<file path="config.mk">
export PLATFORM = sky130hd
export DESIGN_NAME = instr_fetch_unit_flat
export DESIGN_NICKNAME = d
export VERILOG_FILES = /design/src/rtl/instr_fetch_unit_if.sv /design/src/rtl/instr_fetch_unit.sv /design/src/flat_wrapper.sv
export SDC_FILE = /design/constraint.sdc
export NUM_CORES = 1
export LEC_CHECK = 0
export ABC_AREA = 1
export BUFFER_PORTS_ARGS = -buffer_cell sky130_fd_sc_hd__buf_2
export CORE_MARGIN = 2
export CORE_UTILIZATION = 55
export DETAILED_ROUTE_END_ITERATION = 7
export PLACE_DENSITY = 0.76
export SLEW_MARGIN = 20
export SYNTH_ARGS = -nofsm -noshare
export SYNTH_HDL_FRONTEND = slang
export SYNTH_SLANG_ARGS = --single-unit
</file>
<file path="constraint.sdc">
create_clock -name clk -period 2 [get_ports clk]
set_clock_uncertainty 0.2 [all_clocks]
set_input_delay 0.4 -clock clk [delete_from_list [all_inputs] [get_ports clk]]
set_output_delay 0.4 -clock clk [all_outputs]
set_load 0.01 [all_outputs]
</file>
<file path="src/rtl/instr_fetch_unit_if.sv">
// Bundles the instruction-fetch block's two data paths into one interface.
//   imem side   : imem_req/imem_addr out, imem_ready/imem_rvalid/imem_rdata in
//   execute side: redirect_valid/redirect_pc in
//   decode side : instr_valid/instr/instr_pc out, instr_ready in
//   status      : err_misaligned out
// master = the fetch unit, slave = its environment (memory, execute, decode).
interface instr_fetch_unit_if;
  logic        imem_req;
  logic [31:0] imem_addr;
  logic        imem_ready;
  logic        imem_rvalid;
  logic [31:0] imem_rdata;
  logic        redirect_valid;
  logic [31:0] redirect_pc;
  logic        instr_valid;
  logic [31:0] instr;
  logic [31:0] instr_pc;
  logic        instr_ready;
  logic        err_misaligned;

  modport master (
    output imem_req, imem_addr, instr_valid, instr, instr_pc, err_misaligned,
    input  imem_ready, imem_rvalid, imem_rdata, redirect_valid, redirect_pc, instr_ready
  );

  modport slave (
    input  imem_req, imem_addr, instr_valid, instr, instr_pc, err_misaligned,
    output imem_ready, imem_rvalid, imem_rdata, redirect_valid, redirect_pc, instr_ready
  );
endinterface

</file>
<file path="src/rtl/instr_fetch_unit.sv">
// Instruction fetch unit: owns the PC, issues one word fetch at a time to
// instruction memory, buffers returned {pc, word} pairs in a small FIFO and
// presents them to decode under valid/ready. Execute redirects flush the
// buffer and drop any response still in flight.
// Ports:
//   clk   - rising-edge clock
//   rst_n - synchronous active-low reset
//   bus   - instr_fetch_unit_if.master (imem, redirect, decode, error flag)
module instr_fetch_unit #(
  parameter logic [31:0] RESET_PC   = 32'h0000_0000,
  parameter int unsigned FIFO_DEPTH = 2
) (
  input logic              clk,
  input logic              rst_n,
  instr_fetch_unit_if.master bus
);
  localparam int unsigned PW = $clog2(FIFO_DEPTH);
  localparam logic [PW:0] DEPTH_C = (PW+1)'(FIFO_DEPTH);

  typedef struct packed {
    logic [31:0] pc;
    logic [31:0] word;
  } entry_t;

  logic [31:0]                  fetch_pc;
  logic [31:0]                  req_pc;
  logic                         outstanding;
  logic                         drop;
  logic                         err;
  entry_t [FIFO_DEPTH-1:0]      fifo_q;
  logic [PW-1:0]                rd_ptr;
  logic [PW-1:0]                wr_ptr;
  logic [PW:0]                  count;

  logic   fifo_valid;
  logic   accept;
  logic   rsp;
  logic   push;
  logic   pop;
  entry_t head;

  assign fifo_valid = (count != '0);
  assign head       = fifo_q[rd_ptr];

  // With at most one request in flight and issue blocked while it is, the
  // credit test reduces to count < depth: a response always has a free slot.
  assign bus.imem_req = rst_n && !bus.redirect_valid && !err && !outstanding &&
                        (count < DEPTH_C);
  assign bus.imem_addr      = fetch_pc;
  assign bus.err_misaligned = err;
  assign bus.instr_valid    = fifo_valid;
  assign bus.instr          = fifo_valid ? head.word : '0;
  assign bus.instr_pc       = fifo_valid ? head.pc   : '0;

  assign accept = bus.imem_req && bus.imem_ready;
  // A response with nothing outstanding (e.g. left over from before reset)
  // is ignored entirely.
  assign rsp    = bus.imem_rvalid && outstanding;
  assign push   = rsp && !drop && !bus.redirect_valid;
  assign pop    = fifo_valid && bus.instr_ready && !bus.redirect_valid;

  always_ff @(posedge clk) begin
    if (!rst_n) begin
      fetch_pc    <= RESET_PC;
      req_pc      <= '0;
      outstanding <= 1'b0;
      drop        <= 1'b0;
      err         <= 1'b0;
      fifo_q      <= '0;
      rd_ptr      <= '0;
      wr_ptr      <= '0;
      count       <= '0;
    end else if (bus.redirect_valid) begin
      // Redirect wins over everything: flush, retarget, and either swallow a
      // same-cycle response or mark the in-flight one to be dropped later.
      fetch_pc    <= bus.redirect_pc;
      err         <= |bus.redirect_pc[1:0];
      rd_ptr      <= '0;
      wr_ptr      <= '0;
      count       <= '0;
      outstanding <= outstanding && !bus.imem_rvalid;
      drop        <= outstanding && !bus.imem_rvalid;
    end else begin
      if (accept) begin
        outstanding <= 1'b1;
        req_pc      <= fetch_pc;
        fetch_pc    <= fetch_pc + 32'd4;
      end else if (rsp) begin
        outstanding <= 1'b0;
        drop        <= 1'b0;
      end
      if (push) begin
        fifo_q[wr_ptr] <= entry_t'{pc: req_pc, word: bus.imem_rdata};
        wr_ptr         <= wr_ptr + PW'(1);
      end
      if (pop) rd_ptr <= rd_ptr + PW'(1);
      case ({push, pop})
        2'b10:   count <= count + 1'b1;
        2'b01:   count <= count - 1'b1;
        default: count <= count;
      endcase
    end
  end
endmodule

</file>
<file path="src/flat_wrapper.sv">
// flat-port wrapper written by rule: the top's interface ports become plain ports
module instr_fetch_unit_flat 
#(
  parameter logic [31:0] RESET_PC   = 32'h0000_0000,
  parameter int unsigned FIFO_DEPTH = 2
)
  (clk, rst_n, bus_imem_req, bus_imem_addr, bus_instr_valid, bus_instr, bus_instr_pc, bus_err_misaligned, bus_imem_ready, bus_imem_rvalid, bus_imem_rdata, bus_redirect_valid, bus_redirect_pc, bus_instr_ready);
  instr_fetch_unit_if bus_i ();
  input logic clk;
  input logic rst_n;
  output wire logic [$bits(bus_i.imem_req)-1:0] bus_imem_req;
  output wire logic [$bits(bus_i.imem_addr)-1:0] bus_imem_addr;
  output wire logic [$bits(bus_i.instr_valid)-1:0] bus_instr_valid;
  output wire logic [$bits(bus_i.instr)-1:0] bus_instr;
  output wire logic [$bits(bus_i.instr_pc)-1:0] bus_instr_pc;
  output wire logic [$bits(bus_i.err_misaligned)-1:0] bus_err_misaligned;
  input wire logic [$bits(bus_i.imem_ready)-1:0] bus_imem_ready;
  input wire logic [$bits(bus_i.imem_rvalid)-1:0] bus_imem_rvalid;
  input wire logic [$bits(bus_i.imem_rdata)-1:0] bus_imem_rdata;
  input wire logic [$bits(bus_i.redirect_valid)-1:0] bus_redirect_valid;
  input wire logic [$bits(bus_i.redirect_pc)-1:0] bus_redirect_pc;
  input wire logic [$bits(bus_i.instr_ready)-1:0] bus_instr_ready;
  assign bus_imem_req = bus_i.imem_req;
  assign bus_imem_addr = bus_i.imem_addr;
  assign bus_instr_valid = bus_i.instr_valid;
  assign bus_instr = bus_i.instr;
  assign bus_instr_pc = bus_i.instr_pc;
  assign bus_err_misaligned = bus_i.err_misaligned;
  assign bus_i.imem_ready = bus_imem_ready;
  assign bus_i.imem_rvalid = bus_imem_rvalid;
  assign bus_i.imem_rdata = bus_imem_rdata;
  assign bus_i.redirect_valid = bus_redirect_valid;
  assign bus_i.redirect_pc = bus_redirect_pc;
  assign bus_i.instr_ready = bus_instr_ready;
  instr_fetch_unit #(.RESET_PC(RESET_PC), .FIFO_DEPTH(FIFO_DEPTH)) u_core (.clk(clk), .rst_n(rst_n), .bus(bus_i));
endmodule
</file>
-- After elaboration in Yosys (flattened, before gate mapping)
Cells that the tools add are included.
- logic and storage cells: 68
- bits in latches: 0
- memory bits (read-only): 0
- bits in writable memories: 0
- output and inout port bits: 99
- memories: 0
- register bits after elaboration: 199
- bitwise operators: 2
- shift operators: 0
- magnitude comparators: 4
- reduce and logical (&&, ||, !) cells: 27
- divide/modulo/power cells: 0
- multiply operators: 0
- add/sub/neg operators: 5
- mux-type cells: 15
- equality and inequality tests: 3
- operators by type and width (kind ; number):
    64-bit two-way mux ; 3
    128-bit bitwise mux ; 1
    32-bit two-way mux ; 4
    64-bit demux with 1-bit select ; 1
    32-bit by 3-bit adder with 32-bit output (second input constant) ; 1
    1-bit logical AND ; 12
    2-bit nonzero test ; 4
    2-bit AND reduction ; 3
    1-bit logical NOT ; 5
    1-bit two-way mux ; 5
    1-bit by 2-bit less-than comparator with 1-bit output (second input constant) ; 2
    2-bit case mux with 2 select lines ; 1
    2-bit OR reduction ; 2
    3-bit nonzero test ; 1
    1-bit adder (second input constant) ; 2
    2-bit by 1-bit adder with 2-bit output (second input constant) ; 1
    2-bit by 1-bit == test with 1-bit output (second input constant) ; 1
    2-bit == test (second input constant) ; 1
    2-bit less-than comparator (second input constant) ; 1
    2-bit inequality test (second input constant) ; 1
    1-bit NOT ; 2
    2-bit by 1-bit subtractor with 2-bit output (second input constant) ; 1
    1-bit >= comparator (second input constant) ; 1

-- Depth between registers and ports, before layout
Gate-level depths: netlist of run 1.
- depth in word-level cells: 8
- mapped depth: 10
- gate-level depth less buffers: 10

-- Worst setup path after synthesis of run 1
OpenSTA, ideal clock, no wires.
- path type: reg2out
- start point: register u_core.count[0]
- end point: output port bus_instr[22]
- stages on the path, launching flop included: 7
- path slack: 0.064 ns
- arrival: 1.336 ns
- data required time: 1.400 ns
- cells stage by stage: dfxtp_1 > nor2_1 > inv_1 > clkbuf_1 > clkbuf_1 > o21ai_0 > a21oi_1
- longest elaborated chain between the ends: 2
- RTL lines (what ; RTL line ; source):
    start: declaration ; instr_fetch_unit.sv:33 ; logic [PW:0] count;
    start signal: assignment ; instr_fetch_unit.sv:98 ; 2'b10: count <= count + 1'b1;
    start signal: assignment ; instr_fetch_unit.sv:99 ; 2'b01: count <= count - 1'b1;
    start signal: assignment ; instr_fetch_unit.sv:100 ; default: count <= count;
    2-bit nonzero test ; instr_fetch_unit.sv:42 ; assign fifo_valid = (count != '0);
    net bus_instr_valid ; flat_wrapper.sv:13 ; output wire logic [$bits(bus_i.instr_valid)-1:0] bus_instr_valid;
    32-bit two-way mux ; instr_fetch_unit.sv:52 ; assign bus.instr = fifo_valid ? head.word : '0;
    end: declaration ; flat_wrapper.sv:14 ; output wire logic [$bits(bus_i.instr)-1:0] bus_instr;
The timed path passes the listed nets, and every way through them passes these cells.

-- Final worst setup path of run 1
- start point: register u_core.count[0]
- end point: output port bus_instr[17]
- longest elaborated chain between the ends: 2
- RTL lines (what ; RTL line):
    2-bit nonzero test ; instr_fetch_unit.sv:42
    32-bit two-way mux ; instr_fetch_unit.sv:52
Every way passes these cells.

==> results of run 1 <==
==> state kept, by name, indices dropped and copies added, names as in the netlist <==
| register | count |
|---|---|
| u_core.wr_ptr | 1 |
| u_core.outstanding | 1 |
| u_core.fifo_q | 128 |
| u_core.count | 2 |
| u_core.rd_ptr | 1 |
| u_core.bus.imem_addr | 32 |
| u_core.drop | 1 |
| u_core.req_pc | 32 |
| u_core.bus.err_misaligned | 1 |
==> Yosys cell counts (all sizes together) <==
library cell | count | area share
o21ai | 231 | 0.13
a21oi | 230 | 0.13
inv | 207 | 0.088
dfxtp | 199 | 0.45
nand2 | 161 | 0.068
nor2 | 69 | 0.031
clkbuf | 60 | 0.026
nand3 | 37 | 0.021
buf | 24 | 0.017
nand4 | 10 | 0.0087
o21a | 8 | 0.0068
xor2 | 8 | 0.0079
nor3 | 6 | 0.0034
a31oi | 4 | 0.0028
o211ai | 3 | 0.0025
and3 | 2 | 0.0014
ha | 2 | 0.0028
xnor2 | 2 | 0.0020
a211oi | 1 | 0.00085
a22oi | 1 | 0.00085
nand3b | 1 | 0.00085
==> final timing paths <==
check                                          endpoint  cells past startpoint
worst min-delay path            u_core.bus.imem_addr[9]                      3
worst max-delay path                      bus_instr[17]                      7
worst min register to register        u_core.fifo_q[26]                      2
worst max register to register          u_core.count[1]                     11
==> tightest hold or removal path: stages <==
cell and delay (ns):
buf_2 0.09, nand2_1 0.05, a31oi_1 0.07
==> timing repair <==
| item | in CTS | in global routing |
|---|---|---|
| gates resized for setup | 82 | 64 |
| cloned | 9 | 7 |
| setup endpoints to repair | 64 | 83 |
| endpoints found under the hold margin | 1 | 0 |
| pin swaps | 3 | 9 |
| setup buffers | 8 | 8 |
| hold buffers | 1 | 0 |
==> cell usage in the layout (no fill, tap or decap), types with 31 or more instances in the layout <==
master / netlist / routed
a21oi_1: 230 / 213
nand2_1: 160 / 159
nand3_1: 37 / 36
inv_1: 203 / 201
buf_2: 15 / 158
o21ai_0: 231 / 182
dfxtp_1: 199 / 195
buf_4: 1 / 45
nor2_1: 66 / 59
o21ai_1: 0 / 31
==> cells by family (layout without fill, tap and decap cells) <==
logic type      Yosys count  count (layout)  synth area share
simple gates            286             286            0.1343
compound gates          478             478            0.2739
flops                   199             199            0.4491
xor+xnor                 10              10          0.009874
other cells               0               1                 0
buf+inv                 291             484            0.1300
fa+ha+maj                 2               2          0.002820
==> power groups by stage <==
stage	registers [mW]	clock network, mW	logic [mW]
final	4.15	3.73	0.636
after global routing	4.16	3.93	0.706
after CTS	4.14	3.75	0.619
after detailed placement	4.23	0	0.600
after global placement	4.23	0	0.591
after floorplan	4.23	0	0.326
==> cell type report <==
cell class                      instances  area share
Clock inverter                         13     0.01641
Clock buffer                           19     0.03882
Inverter                              207     0.06725
Antenna cell                            1   0.0002145
Multi-Input combinational cell        776      0.3427
Timing Repair Buffer                  245      0.1691
Sequential cell                       199      0.3423
Tap cell                              216     0.02317
==> per-layer routing <==
layer | GRT usage | wire, um | vias up
li1 | - | - | 4484
met1 | 0.3932 | 11730 | 4057
met2 | 0.4218 | 11780 | 371
met3 | 0.04560 | 1883 | 31
met4 | 0.08448 | 440 | 0
met5 | 0 | 0 | -
==> impl_metrics.yaml, run 1 <==
die:
  num_io_pins: 169
  chipHeight_um: 131
  die_area_um2: 17160
  num_rows: 46
  core_um2: 15830
  initial_utilization: 0.5605
  die_x_um: 131
worst_setup_path:
  crit_path_end_kind: "primary output"
  slowest_delay_ns: 0.37
  cpLargestDelayFamily: "buffers and inverters"
  crit_path_max_fanout: 6
  cp_num_buf_inv: 4
  critPathKind: "flop to primary output"
  crit_required_ns: 1.40
  crit_chain: "nor2_4 -> inv_6 -> buf_12 -> buf_16 -> o21ai_1 -> a21oi_1 -> buf_2"
  r2r_slack_ns: -0.04
  arrival_ns: 1.63
  crit_slowest_cell: "dfxtp_4"
  r2r-start: "u_core.count[0]"
  cp-startpoint: "u_core.count[0]"
  startpoint_type: "flop"
timing:
  setup_viol: 65
  fin_crit_ns: 2.229
  grt_setup_unrepaired: "yes"
  maxSlewHeadroom: 0.6252
  setup_tns_ns: -7.339
  setup_ws_ns: -0.2288
  period_share: 1.114
  fmax_ghz: 0.4487
  finalHoldViolCount: 0
  drv_slew: 0
  hold_slack_ns: 0.03413
  worst_pin_slew_ns: 0.5622
clock_network:
  cts_buffer_depth: 2
  cts.sinks: 199
  clkTransAtPathRegs_ns: 0.07
  cts-htree-levels: 4
  clockRootBuffer: "clkbuf_16"
  clk_latency_ns: 0.43
  cts_tree: "yes"
  cts_inserted_buffers: 17
min_path:
  min_from: "bus_redirect_pc[9]"
  hold_path_class: "input port to flop"
pwr:
  seqPwrFrac: 0.487
  switchingPower_mw: 2.029
  p_per_area_nw_per_um2: 729.9
  power.internal_mw: 6.487
  p_comb_frac: 0.075
  vdd_drop_max_mv: 0.6023
  power.total_mw: 8.516
  switching_share: 0.2382
  power_frac_clock: 0.438
  p_leak_nw: 4.837
routing:
  drt_wl_total_mm: 25.83
  ant_nets: 0
  drtPass1Iterations: 5
  wire_per_inst_um: 15.41
  vias_per_cell: 5.336
  vias: 8943
  drcViolationCount: 0
  first_iter_violations: 694
final_layout:
  seq_area_um2: 3994
  drive_gt1_frac: 0.2303
  fill_cells: 1190
  nets: 1518
  area_growth_pct: 31.51
  layoutNonFillerInstCount: 1676
  design_area_um2: 11670
  utilization: 0.7371
  multiInputGateArea_um2: 3998
logic_synthesis:
  synth_nets: 1338
  syn_inst: 1266
  synth_seq_cells: 199
  netlist_area_um2: 8871
  ys_seq_area_frac: 0.4491
  synthDistinctLibCells: 30
  synth.avg_cell_area_um2: 7.007
  synth_warnings: 0
grt:
  grt_max_degree: 158
  grt_remaining_overflow: 0
  grt_pass1_vias: 7439
  grt_pass1_wl_mm: 37.16
  antenna_found_initial: 0
  grt_use_total: 0.2734
place:
  dp.cells: 1611
  port_buffers: 168
  dp_hpwl_mm: 14.77
  gp_congestion: 0.9510
  dp_slack_ns: 0.02406
  dpl_cell_area_um2: 10100
run_status:
  outcome: "finished, violations left"
  violations: "setup timing"
job:
  drv_cap: 0
No activity file was read; power rests on OpenSTA's default activity.
==> run 2, diff against run 1 <==
--- a/config.mk
+++ b/config.mk
@@ -6,11 +6,11 @@
 export NUM_CORES = 1
 export LEC_CHECK = 0
 export ABC_AREA = 1
-export BUFFER_PORTS_ARGS = -buffer_cell sky130_fd_sc_hd__buf_2
 export CORE_MARGIN = 2
 export CORE_UTILIZATION = 55
 export DETAILED_ROUTE_END_ITERATION = 7
-export PLACE_DENSITY = 0.76
+export DONT_BUFFER_PORTS = 1
+export PLACE_DENSITY = 0.67
 export SLEW_MARGIN = 20
 export SYNTH_ARGS = -nofsm -noshare
 export SYNTH_HDL_FRONTEND = slang
==> run 2 against run 1 <==
  * Critical path depth stayed put
  * The run ends with hold timing, setup timing left
  * Largest cell class unchanged
  * Sequential cell count stayed put
  * Fmax is 3.0% higher
==> impl_metrics.yaml, run 2 (same netlist as run 1, synthesis figures left out) <==
run_status:
  outcome: "finished, violations left"
  violations: "hold timing, setup timing"
place:
  gp_congestion: 0.9367
  dpl_cell_area_um2: 9530
  dp_hpwl_mm: 14.90
  dp.cells: 1486
  port_buffers: 0
  dp_slack_ns: 0.1183
clock_network:
  cts_tree: "yes"
  clkTransAtPathRegs_ns: 0.07
  cts_inserted_buffers: 17
  cts-htree-levels: 4
  clockRootBuffer: "clkbuf_16"
  clk_latency_ns: 0.43
  cts.sinks: 199
  cts_buffer_depth: 2
worst_setup_path:
  reg2reg_to: "u_core.count[1]"
  r2r_slack_ns: 0.01
  crit_slowest_cell: "dfxtp_2"
  crit_required_ns: 1.40
  arrival_ns: 1.56
  r2r_cells: 9
  crit_path_max_fanout: 6
  crit_path_end_kind: "primary output"
  critPathKind: "flop to primary output"
  crit_chain: "nor2_4 -> buf_6 -> inv_12 -> buf_12 -> buf_16 -> o21ai_2 -> a21oi_2"
  slowest_delay_ns: 0.36
  r2r-start: "u_core.count[1]"
  startpoint_type: "flop"
final_layout:
  utilization: 0.7459
  drive_gt1_frac: 0.2225
  layout_common_cells: "inv_1, dfxtp_1, a21oi_1"
  area_growth_pct: 33.09
  num_antenna_cells: 0
  fill_cells: 1232
  layoutNonFillerInstCount: 1573
  largest_register_ffs: 128
  largest_register: "u_core.fifo_q"
  design_area_um2: 11810
  mostFrequentLayoutCell: "inv_1"
  nets: 1418
routing:
  first_iter_violations: 504
  vias: 8608
  wire_per_inst_um: 16.98
  vias_per_cell: 5.472
  drt_wl_total_mm: 26.72
  drcViolationCount: 0
  drtPass1Iterations: 4
  ant_nets: 0
grt:
  grt_max_degree: 159
  grt_use_total: 0.2910
  grt_pass1_vias: 7789
  grt_pass1_wl_mm: 39.02
  grt_remaining_overflow: 0
  antenna_found_initial: 0
min_path:
  hold_path_class: "input port to flop"
  whs_endpoint: "u_core.fifo_q[92]"
  holdPathStages: 2
  min_from: "rst_n"
die:
  num_rows: 46
  chipHeight_um: 131
  initial_utilization: 0.5605
  die_area_um2: 17160
  die_x_um: 131
  core_um2: 15830
  num_io_pins: 169
timing:
  worst_pin_slew_ns: 0.6313
  drv_slew: 0
  grt_setup_unrepaired: "yes"
  finalHoldViolCount: 77
  fmax_ghz: 0.4623
  hold_slack_ns: -0.09229
  period_share: 1.082
  setup_ws_ns: -0.1633
  setup_tns_ns: -5.841
  maxSlewHeadroom: 0.5777
  setup_viol: 63
  fin_crit_ns: 2.163
job:
  drv_cap: 0
pwr:
  vdd_drop_max_mv: 0.6302
  p_per_area_nw_per_um2: 682.0
  p_leak_nw: 4.352
==> run 2: cell types whose count changed in the layout (fill, tap and decap cells not counted), sizes merged <==
| cell | before | now |
|---|---|---|
| inv | 211 | 208 |
| clkinvlp | 3 | 1 |
| bufinv | 4 | 2 |
| buf | 238 | 128 |
| diode | 1 | 0 |
| clkinv | 2 | 6 |
| dlygate4sd3 | 1 | 12 |
==> run 2: worst max path at each step <==
stage | startpoint | endpoint | slack [ns]
4_1_cts | u_core.rd_ptr | bus_instr_pc[19] | -0.17
6_report | u_core.count[1] | bus_instr[2] | -0.16
3_5_place_dp | u_core.bus.imem_addr[2] | u_core.bus.imem_addr[28] | 0.12
3_3_place_gp | u_core.outstanding | u_core.req_pc[18] | 0.13
5_1_grt | u_core.count[1] | bus_instr[9] | -0.20
2_1_floorplan | u_core.count[0] | bus_instr[22] | 0.06
==> run 2: where the power goes <==
group	internal (mW)	total (mW)	switching [mW]
combinational	0.214	0.528	0.314
clock	1.93	3.38	1.45
sequential	4.06	4.14	0.0892
==> run 2: per-stage QoR <==
step | power (mW) | hold WS [ns]
2_1_floorplan | 4.557 | 0.2200
3_3_place_gp | 4.676 | 0.2258
3_5_place_dp | 4.683 | 0.2300
4_1_cts | 8.063 | -0.1238
5_1_grt | 8.317 | -0.09638
6_report | 8.052 | -0.09229
==> run 2: cell type report <==
type | count | area [um^2] | share of cell area
clock buffer | 22 | 474.2 | 0.04017
timing repair inverter | 2 | 23.77 | 0.002014
sequential | 199 | 3990 | 0.3380
tap | 216 | 270.3 | 0.02289
multi-input combinational | 776 | 4436 | 0.3757
timing repair buffer | 143 | 1713 | 0.1451
inverter | 207 | 802.0 | 0.06793
clock inverter | 8 | 97.59 | 0.008266
==> run 2: critical path: cells and delay by family, from the launching register on <==
family / cells / cell delay (ns)
DFF: 1 / 0.36
buffers and inverters: 4 / 0.47
and+or+nand+nor: 1 / 0.06
AOI/OAI and AO/OA: 2 / 0.24
==> run 2: what timing repair did <==
item                                    4_1_cts  5_1_grt
endpoints found under the hold margin       163      153
endpoints found under the setup margin       64      172
buffers inserted                             18       11
hold buffers                                 12        1
gates cloned                                 16        3
gates resized for setup                     216       76
pin swaps                                     8        7
==> run 2: routing by layer <==
metal  global-route usage  wire [um]  up-vias
met5                    0          0        -
met4              0.09199        532        0
met3              0.07492       2137       32
met2               0.4901      12960      305
met1               0.3662      11090     3988
li1                     -          -     4283
==> run 3, diff against run 2 <==
--- a/config.mk
+++ b/config.mk
@@ -5,13 +5,13 @@
 export SDC_FILE = /design/constraint.sdc
 export NUM_CORES = 1
 export LEC_CHECK = 0
-export ABC_AREA = 1
 export CORE_MARGIN = 2
 export CORE_UTILIZATION = 55
 export DETAILED_ROUTE_END_ITERATION = 7
 export DONT_BUFFER_PORTS = 1
-export PLACE_DENSITY = 0.67
+export PLACE_DENSITY = 0.68
 export SLEW_MARGIN = 20
 export SYNTH_ARGS = -nofsm -noshare
 export SYNTH_HDL_FRONTEND = slang
 export SYNTH_SLANG_ARGS = --single-unit
+export TNS_END_PERCENT = 100
==> run 3 against run 2 <==
  * The flow still finishes with violations (hold timing, setup timing)
  * Utilization grew 0.67 points
  * Global-route usage shrank 1.2 points
  * Via count is 8.5% lower
  * Combinational power grew 5.5%
  * First-iteration DRC count down 3.8%
  * Sequential power shrank 1%
  * Largest cell class unchanged
==> impl_metrics.yaml, run 3 <==
worst_setup_path:
  r2r-start: "u_core.count[1]"
  crit_path_end_kind: "flop"
  arrival_ns: 2.29
  crit_path_max_fanout: 4
  critPathKind: "flop to flop"
  startpoint_type: "flop"
  cp-startpoint: "u_core.count[1]"
  crit_required_ns: 2.13
logic_synthesis:
  synthDistinctLibCells: 44
  yosysTopAreaCellShare: 0.4486
  synth_nets: 1160
  synthMuxAreaShare: 0.07791
  synth.avg_cell_area_um2: 8.163
  synth_top_family_by_area: "simple AND/OR/NAND/NOR gates"
  synth-compound-area-share: 0.1733
  synthFlopType: "dfxtp_1"
  synthSimpleGateAreaFrac: 0.2323
  synthTopCellsByArea: "dfxtp_1, nand2_1, a21boi_0"
  ys_seq_area_frac: 0.4486
  synth_commonest_cells: "nand2_1, dfxtp_1, a21boi_0"
  async_reset_ff_frac: 0
  synth_seq_cells: 199
  synth_warnings: 0
  synth_most_common_cell: "nand2_1"
  synth-edff-count: 0
  yosys.area_share.adder: 0.002818
  syn_inst: 1088
  synth_xor_area_frac: 0.02761
  synth_top_area_cell: "dfxtp_1"
  netlist_area_um2: 8881
routing:
  first_iter_violations: 485
  vias_per_cell: 5.588
  vias: 7874
  wirelength_met1_mm: 11.15
  met2_length_mm: 12.13
  drcViolationCount: 0
  wire_per_inst_um: 18.14
  drt_wl_total_mm: 25.57
  ant_nets: 0
  top_layer: "met4"
  drtPass1Iterations: 5
  wl_met3_mm: 1.835
timing:
  grt_setup_unrepaired: "yes"
  hold_slack_ns: -0.07793
  period_share: 1.083
  setup_viol: 84
  maxSlewHeadroom: 0.4137
  drv_slew: 0
  finalHoldViolCount: 31
  setup_ws_ns: -0.1656
  worst_pin_slew_ns: 0.8766
  fin_crit_ns: 2.166
  fmax_ghz: 0.4618
clock_network:
  cts-htree-levels: 4
  cts_buffer_depth: 2
  cts.sinks: 199
  clkTransAtPathRegs_ns: 0.07
  postCtsHoldBufs: 56
  clk_latency_ns: 0.43
  cts_inserted_buffers: 17
  clockRootBuffer: "clkbuf_16"
  cts_tree: "yes"
run_status:
  outcome: "finished, violations left"
  violations: "hold timing, setup timing"
min_path:
  hold_path_class: "input port to flop"
  min_from: "rst_n"
die:
  num_rows: 46
  initial_utilization: 0.5611
  die_area_um2: 17180
  num_io_pins: 169
  die_x_um: 131.1
  chipHeight_um: 131.1
  core_um2: 15830
pwr:
  p_per_area_nw_per_um2: 682.4
  vdd_drop_max_mv: 0.5617
  p_leak_nw: 3.775
place:
  dp_slack_ns: 0.01974
  dp_hpwl_mm: 13.80
  gp_congestion: 0.9097
  port_buffers: 0
  dpl_cell_area_um2: 9475
  dp.cells: 1292
final_layout:
  nets: 1252
  area_growth_pct: 34.14
  num_antenna_cells: 0
  mostFrequentLayoutCell: "nand2_1"
  utilization: 0.7526
  layoutNonFillerInstCount: 1409
  largest_register_ffs: 128
  layout_common_cells: "nand2_1, dfxtp_1, a21boi_0"
  drive_gt1_frac: 0.2079
  design_area_um2: 11910
  largest_register: "u_core.fifo_q"
job:
  drv_cap: 0
grt:
  grt_pass1_vias: 7198
  grt_pass1_wl_mm: 37.45
  antenna_found_initial: 0
  grt_remaining_overflow: 0
  grt_max_degree: 198
  grt_use_total: 0.2795
run 3: cell types whose count changed after synthesis, sizes merged, moves of 9 or more:
cell	before	now
a21oi	230	21
mux2i	0	68
o21ai	231	28
a21boi	0	163
and3	2	11
nand3	37	12
nand2	161	349
clkbuf	60	49
inv	207	2
xor2	8	20
run 3: cell families (layout without fill, tap and decap cells):
kind of cell,Yosys count,after routing
xor gates and xnor gates,28,28
muxes,69,69
DFF,199,199
and+or+nand+nor,491,491
AOI/OAI and AO/OA,220,220
buffers and inverters,79,184
adders and majority gates,2,2
run 3: layer usage:
metal | track usage | vias to the layer above
met2 | 0.4544 | 258
met3 | 0.07468 | 39
met5 | 0 | -
li1 | - | 3802
met1 | 0.3653 | 3775
met4 | 0.08511 | 0
run 3: repair_timing:
item / CTS / global route
endpoints found under the hold margin: 196 / 176
pin swaps: 6 / 70
resized for setup: 86 / 122
setup endpoints to repair: 68 / 130
buffers inserted: 10 / 8
gates cloned: 6 / 6
run 3: area by class of cell:
class / instances / area, um^2
tap: 216 / 270.3
timing repair buffer: 149 / 1713
fill: 1180 / 3915
clock buffer: 20 / 456.7
sequential: 199 / 3989
multi-input combinational: 810 / 5326
inverter: 3 / 13.76
clock inverter: 12 / 143.9
run 3: critical path: stages, from the launching register on:
cell     delay (ns)
dfxtp_2        0.33
buf_6          0.12
or4b_4         0.56
nor3_4         0.29
buf_6          0.14
and3_4         0.17
xor2_1         0.06
o211a_1        0.20
run 3: power by group:
part / total (mW) / internal [mW] / leakage (nW) / switching, mW
logic: 0.557 / 0.290 / 1.89 / 0.268
registers: 4.08 / 4.02 / 1.61 / 0.0603
clock network: 3.49 / 1.93 / 0.277 / 1.56
total: 8.13 / 6.25 / 3.78 / 1.88
run 3: stage by stage:
| step | total power [mW] | TNS [ns] |
|---|---|---|
| floorplan | 4.457 | -0.03641 |
| global placement | 4.561 | 0 |
| detailed placement | 4.566 | 0 |
| CTS | 8.130 | -6.255 |
| global route | 8.391 | -19.84 |
| finish | 8.129 | -8.707 |
run 3: path summary, 6_finish.rpt:
check	to	slack (ns)	depth (start not counted)
worst min register to register	u_core.fifo_q[56]	0.26	2
worst min-delay path	u_core.fifo_q[81]	-0.08	1
worst max register to register	u_core.bus.imem_addr[11]	-0.17	7
worst max-delay path	u_core.bus.imem_addr[11]	-0.17	7
